[src/rtl/maxpool_ctrl_pkg.sv]
// Shared constants, defaults and state encoding for the streaming max-pool sequencer.
package maxpool_ctrl_pkg;

  // Pool input geometry follows the convolution stage that feeds it.
  localparam int FM_SIZE     = 10;
  localparam int KERNEL_SIZE = 3;
  localparam int PADDING     = 0;
  localparam int STRIDE      = 1;

  localparam int DEF_IN_SIZE   = (FM_SIZE + 2 * PADDING - KERNEL_SIZE) / STRIDE + 1;
  localparam int DEF_POOL_SIZE = 2;
  localparam int DEF_DATA_W    = 48;

  typedef enum logic [1:0] {
    IDLE = 2'd0,
    RUN  = 2'd1,
    DONE = 2'd2
  } pool_state_e;

  // Width able to hold the values 0..n-1, never narrower than one bit.
  function automatic int cnt_w(input int n);
    return (n <= 2) ? 1 : $clog2(n);
  endfunction

endpackage

[src/rtl/maxpool_ctrl_row_buf.sv]
// Row buffer of partial window maxima: one write port, one combinational read port.
module pool_row_buf #(
  parameter int DEPTH  = 4,
  parameter int ADDR_W = 3,
  parameter int DATA_W = 48
) (
  input  logic              i_clk,
  input  logic              i_rst,
  input  logic              i_we,
  input  logic [ADDR_W-1:0] i_waddr,
  input  logic [DATA_W-1:0] i_wdata,
  input  logic [ADDR_W-1:0] i_raddr,
  output logic [DATA_W-1:0] o_rdata
);

  localparam int IDX_W = maxpool_ctrl_pkg::cnt_w(DEPTH);

  logic [DATA_W-1:0] mem [DEPTH];

  // NOTE: this array is small and register-based, so clearing it on reset is cheap and
  // keeps read data defined; a RAM-mapped buffer would leave its contents unreset.
  always_ff @(posedge i_clk) begin
    if (i_rst) begin
      for (int i = 0; i < DEPTH; i++) mem[i] <= '0;
    end else if (i_we && (i_waddr < ADDR_W'(DEPTH))) begin
      mem[i_waddr[IDX_W-1:0]] <= i_wdata;
    end
  end

  // Addresses past the pooled columns belong to discarded samples and read as zero.
  assign o_rdata = (i_raddr < ADDR_W'(DEPTH)) ? mem[i_raddr[IDX_W-1:0]] : '0;

endmodule

[src/rtl/maxpool_ctrl.sv]
// Streaming 2-D max-pool sequencer: raster samples in, one max per POOLxPOOL window out.
module maxpool_ctrl
  import maxpool_ctrl_pkg::*;
#(
  parameter int IN_SIZE   = DEF_IN_SIZE,
  parameter int POOL_SIZE = DEF_POOL_SIZE,
  parameter int DATA_W    = DEF_DATA_W
) (
  input  logic              i_clk,
  input  logic              i_rst,
  input  logic              i_start,
  input  logic              i_valid,
  input  logic [DATA_W-1:0] i_data,
  output logic              o_valid,
  output logic [DATA_W-1:0] o_data,
  output logic              o_busy,
  output logic              o_done
);

  localparam int OUT_SIZE = IN_SIZE / POOL_SIZE;
  localparam int KEEP_LIM = OUT_SIZE * POOL_SIZE;
  localparam int CNT_W    = cnt_w(IN_SIZE + 1);
  localparam int WIN_W    = cnt_w(POOL_SIZE);
  localparam int OC_W     = cnt_w(OUT_SIZE + 1);

  typedef logic signed [DATA_W-1:0] sample_t;

  function automatic sample_t smax(input sample_t a, input sample_t b);
    return (a > b) ? a : b;
  endfunction

  pool_state_e state_q, state_d;

  logic [CNT_W-1:0] row_q, col_q;
  logic [WIN_W-1:0] cr_q, cc_q;
  logic [OC_W-1:0]  oc_q;
  sample_t          acc_q;

  sample_t din, buf_rd, h_val, comb_val;
  logic    accept, keep, row_last, col_last, cc_last, cr_last, buf_we;
  logic [DATA_W-1:0] buf_rdata;

  assign din      = i_data;
  assign buf_rd   = buf_rdata;
  assign accept   = (state_q == RUN) && i_valid && !i_start;
  assign row_last = (row_q == CNT_W'(IN_SIZE - 1));
  assign col_last = (col_q == CNT_W'(IN_SIZE - 1));
  assign cc_last  = (cc_q == WIN_W'(POOL_SIZE - 1));
  assign cr_last  = (cr_q == WIN_W'(POOL_SIZE - 1));
  assign keep     = (row_q < CNT_W'(KEEP_LIM)) && (col_q < CNT_W'(KEEP_LIM));

  // With a 1-wide window every sample is its own horizontal max.
  assign h_val    = (POOL_SIZE == 1) ? din : smax(acc_q, din);
  assign comb_val = (cr_q == '0) ? h_val : smax(buf_rd, h_val);
  assign buf_we   = accept && keep && cc_last;

  pool_row_buf #(
    .DEPTH  (OUT_SIZE),
    .ADDR_W (OC_W),
    .DATA_W (DATA_W)
  ) u_row_buf (
    .i_clk   (i_clk),
    .i_rst   (i_rst),
    .i_we    (buf_we),
    .i_waddr (oc_q),
    .i_wdata (comb_val),
    .i_raddr (oc_q),
    .o_rdata (buf_rdata)
  );

  // NOTE: every output of this block gets a default before the case, so no path can
  // leave state_d unassigned and infer a latch.
  always_comb begin
    state_d = state_q;
    unique case (state_q)
      IDLE:    if (i_start) state_d = RUN;
      RUN: begin
        if (i_start)                           state_d = RUN;
        else if (accept && row_last && col_last) state_d = DONE;
      end
      DONE:    state_d = i_start ? RUN : IDLE;
      default: state_d = IDLE;
    endcase
  end

  // NOTE: all state updates use non-blocking assignments so every register samples the
  // pre-edge values of the others, independent of statement order.
  always_ff @(posedge i_clk) begin
    if (i_rst) begin
      state_q <= IDLE;
      row_q   <= '0;
      col_q   <= '0;
      cr_q    <= '0;
      cc_q    <= '0;
      oc_q    <= '0;
      acc_q   <= '0;
      o_valid <= 1'b0;
      o_data  <= '0;
    end else begin
      state_q <= state_d;
      o_valid <= 1'b0;
      if (i_start) begin
        row_q <= '0;
        col_q <= '0;
        cr_q  <= '0;
        cc_q  <= '0;
        oc_q  <= '0;
        acc_q <= '0;
      end else if (accept) begin
        if (col_last) begin
          col_q <= '0;
          cc_q  <= '0;
          oc_q  <= '0;
          row_q <= row_q + CNT_W'(1);
          cr_q  <= cr_last ? '0 : cr_q + WIN_W'(1);
        end else begin
          col_q <= col_q + CNT_W'(1);
          cc_q  <= cc_last ? '0 : cc_q + WIN_W'(1);
          if (cc_last) oc_q <= oc_q + OC_W'(1);
        end
        if (keep) begin
          acc_q <= (cc_q == '0) ? din : smax(acc_q, din);
          if (cc_last && cr_last) begin
            o_valid <= 1'b1;
            o_data  <= comb_val;
          end
        end
      end
    end
  end

  assign o_busy = (state_q == RUN);
  assign o_done = (state_q == DONE);

endmodule

[config.mk]
export PLATFORM = sky130hd
export DESIGN_NAME = maxpool_ctrl
export DESIGN_NICKNAME = d
export VERILOG_FILES = /design/src/rtl/maxpool_ctrl_pkg.sv /design/src/rtl/maxpool_ctrl_row_buf.sv /design/src/rtl/maxpool_ctrl.sv
export SDC_FILE = /design/constraint.sdc
export NUM_CORES = 1
export LEC_CHECK = 0
export CORE_MARGIN = 3
export CORE_UTILIZATION = 36
export CTS_CLUSTER_SIZE = 14
export DETAILED_ROUTE_END_ITERATION = 7
export PLACE_DENSITY = 0.63
export SKIP_LAST_GASP = 1
export SLEW_MARGIN = 20
export SYNTH_ARGS = -nofsm -noshare
export SYNTH_HDL_FRONTEND = slang
export SYNTH_SLANG_ARGS = --single-unit
[constraint.sdc]
create_clock -name i_clk -period 11 [get_ports i_clk]
set_input_delay 2.75 -clock i_clk [delete_from_list [all_inputs] [get_ports i_clk]]
set_output_delay 2.75 -clock i_clk [all_outputs]
set_load 0.1 [all_outputs]
==> results <==
- The fraction of the yosys area taken by sequential cells is 0.444.
- The final routed wirelength across all metal layers is roughly 60 mm.
- The number of global-route vias before repair was between 15000 and 20000.
- The number of stages on the worst hold path is 1.
- The die height is roughly 230 um.
- The critical path start-end classification is in2reg.
- At the end of routability-driven placement, the weighted congestion stood at 0.854.
- The most used flip-flop cell after synthesis is edfxtp_1.
- The total area inside the core boundary comes to 0.0494 mm2.
- The library cell used most frequently in the layout, excluding fill and tap cells, is nand2_1.
- The number of enable flip-flop cells after synthesis is approximately 190.
- Power spread over the standard cell area amounts to 127 mW/mm2.
- Using the TritonRoute via totals, the vias-per-cell ratio works out to 6.08.
- Of the available clock period, the critical path in the final layout requires 0.950.
- The share of synthesized registers carrying an async set or reset is 0.
- The clock passes through at most 3 buffers.
- 0 antenna diodes ended up in the layout.
- In the layout the commonest cells are nand2_1, a21oi_1, edfxtp_1.
- The initial antenna violation count came to 5.
- In the routed design, unresolved DRC markers number 0.
- The per-instance average area after synthesis is 9.65 um2.
- The clock latency of the later-clocked register in the worst-skew pair is 0.56 ns.
- Setup repair after global routing left no endpoint under its margin.
- In this run the clock root is driven by a clkbuf_16.
- The H-tree was split into 2 levels.
- The complex-gate fraction of the synthesized area is 0.195.
- The final-report hold violation count was 0.
- The relative slew slack is 0.239.
- The multiplexer area fraction after synthesis is 0.0602.
- Derived from the worst setup path, the maximum achievable clock frequency is approximately 96 MHz.
- The number of cells on the worst reg-to-reg path is 20.
- The first global-routing pass estimated roughly 91 mm of wire.
- The critical path endpoint category is a flip-flop.
- The number of nets in the layout is 2055.
- The largest stage delay on the critical path is 1.00 ns.
- The number of instances in the synthesized netlist is roughly 1900.
- The most numerous cell type found on the critical path is buf_4.
- In this run, synthesis produced a sequential element count of 306.
- The area fraction in and, or, nand and nor cells after synthesis is 0.180.
- The adder-cell share of the synthesized area is 0.0683.
- For this configuration, the core starts out at a cell density of 0.367.
- Excluding fillers, the count of instances in the completed layout stands at 2594.
- The port buffer count is just over 100.
- The clock tree skew after final layout is about 0.023 ns.
- The routed wire length per instance is roughly 23 um.
- The static leakage power is 0.00730 uW.
- The kind of start point of the critical path is an input pin.
- The area growth from synthesis to final layout is 15.1%.
- The number of nets still failing antenna checks after routing is 0.
- Setup total negative slack on the finished layout was measured at 0 ns.
- In this run, post-CTS repair resized a total of 0 instances.
- The path class of the tightest hold or removal check is reg2reg.
- The number of violations reported at the end of detailed-routing iteration 0 is 1730.
- The data arrival time at the worst-slack endpoint is 10.81 ns.
- Of the total synthesized cell area, the portion taken by XOR and XNOR cells is 0.00483.
- The worst voltage drop across the vdd grid is just under 80 uV.
- In this run the worst path has a maximum fanout of 38.
- Once detailed placement completed, the half-perimeter wirelength came to 35.9 mm.
- The number of max-capacitance violations reported is 0.
- The total grt overflow is 0.
- For this design, the sink count on the clock tree is 306.
- The post-synthesis net count is just over 2000.
- Once the clock tree was built, the setup fixing pass inserted 0 buffers.
- The number of vias after detailed routing is about 16000.
- Once placement completed, the tool counted placed cells totaling around 2500.
- The horizontal die dimension is 230 um.
- Walking the worst path, the cells encountered are clkdlybuf4s50_1 > inv_1 > ha_1 > nand4_1 > nor3_1 > nand3_1 > o31ai_4 > buf_4 > buf_4 > o311ai_0 > nor2_1 > ha_1 > nand4_1 > nor4_1 > nand3_1 > a31oi_1 > nor4_1 > buf_4 > a21oi_4 > buf_4 > nor2_1 > nor3_1.
- In this run the count of I/O pins placed on the die edge is between 100 and 150.
- On the critical path, the stage with the largest delay is an instance of nor4_1.
- The tightest hold path in the finished design has a slack of 0.470 ns.
- The total global-route track usage is 0.218.
- The cell area that synthesis handed to floorplanning was 0.0181 mm2.
- The maximum number of pins on one net before global-route repair is around 100.
- The shortest clock period the worst path allows after layout is 10.45 ns.
- The share of layout cells above drive strength 1 is 0.0881.
- Setup violations remaining at the end of the flow were counted as 0.
- The run finished with clean final reports.
- TritonCTS created 36 clock buffers.
- The count of final max-slew check failures is 0.
- At the worst endpoint, the required time is 11.36 ns.
- The site row count is 81.
- Clock-pin slew was measured on the worst setup and hold paths at about 0.06 ns.
- At the pin with the least slew margin, the transition time is between 1 and 1.5 ns.
- The clock tree from TritonCTS is built.
- The area of the die is 0.0531 mm2.
- The Yosys step of the flow raised 0 warnings.
- The first detailed-routing pass ran for 6 iterations.
- The combinational family with the most area after synthesis is compound AO/OA/AOI/OAI gates.
- The distinct cell type count after synthesis is 66.
- The count of hold-fix buffers inserted at cts is 0.
cell families after synthesis:
logic type                 count (synthesis)
muxes                                     49
and+or+nand+nor                          655
DFF                                      306
buffers and inverters                    204
AOI/OAI and AO/OA                        555
adders and majority gates                 99
xor gates and xnor gates                  10
metal layers:
| layer | track usage | vias up | share of wire |
|---|---|---|---|
| met1 | 0.296 | 7684 | 0.42 |
| met3 | 0.0508 | 153 | 0.091 |
| met5 | 0 | - | 0.0012 |
| met2 | 0.345 | 747 | 0.45 |
| li1 | - | 7185 | - |
| met4 | 0.0703 | 10 | 0.030 |
power by group:
part | switching [uW] | leakage (uW) | internal [uW]
sequential | 8.38 | 0.00290 | 1240
clock | 483 | 0.000543 | 675
combinational | 147 | 0.00385 | 82.5
total | 638 | 0.00730 | 2000
critical path: cells and delay by family:
family / cells / cell delay, ns
and+or+nand+nor: 10 / 3.32
buffers and inverters: 6 / 2.34
AOI/OAI and AO/OA: 4 / 1.84
adders and majority gates: 2 / 0.49
synthesized netlist by cell type (all sizes together) (13+ instances only):
library cell,n,area (um2)
buf,52,282
a21oi,226,1130
o31ai,15,126
o311ai,48,420
nor3,70,380
a32oi,13,114
o21ai,84,424
inv,54,203
nor2,128,488
o22ai,48,300
ha,99,1240
nand4b,49,429
nand2,248,931
a22o,49,429
nand4,21,138
dfxtp,114,2280
nor2b,54,338
clkbuf,98,368
mux4,48,1080
and3,49,312
edfxtp,192,5770
o211ai,38,285
area by class of cell:
class / count / area, um2
Fill cell: 4756 / 28500
Sequential cell: 306 / 8060
Clock inverter: 9 / 65.1
Tap cell: 664 / 831
Timing Repair Buffer: 138 / 1320
Multi-Input combinational cell: 1368 / 9340
Inverter: 54 / 203
Clock buffer: 55 / 1040
flip-flops by register name, indices dropped and copies added, names as in the netlist, named ones only:
signal / cells
u_row_buf.mem: 192
acc_q: 48
oc_q: 3
o_valid: 1
col_q: 4
state_q: 2
row_q: 4
cr_last: 1
cc_last: 1
o_data: 48
stage by stage:
| stage | power (uW) | util | setup slack (ns) | instance area, um2 |
|---|---|---|---|---|
| finish | 2640 | 0.423 | 0.549 | 20900 |
| global route | 2720 | 0.423 | 0.193 | 20900 |
| CTS | 2660 | 0.422 | 0.817 | 20800 |
| detailed placement | 1500 | 0.400 | 0.267 | 19700 |
| global placement | 1490 | 0.400 | 0.395 | 19700 |
| floorplan | 1420 | - | 3.87 | 18100 |
path summary, 6_finish.rpt:
kind	from	endpoint	slack, ns
worst max-delay path	i_data[30]	u_row_buf.mem[0][35]	0.55
worst min-delay path	state_q[1]	state_q[1]	0.47
worst max register to register	acc_q[47]	u_row_buf.mem[0][35]	3.11
worst min register to register	state_q[1]	state_q[1]	0.47
Note: power is estimated with default switching activity, not from simulation.
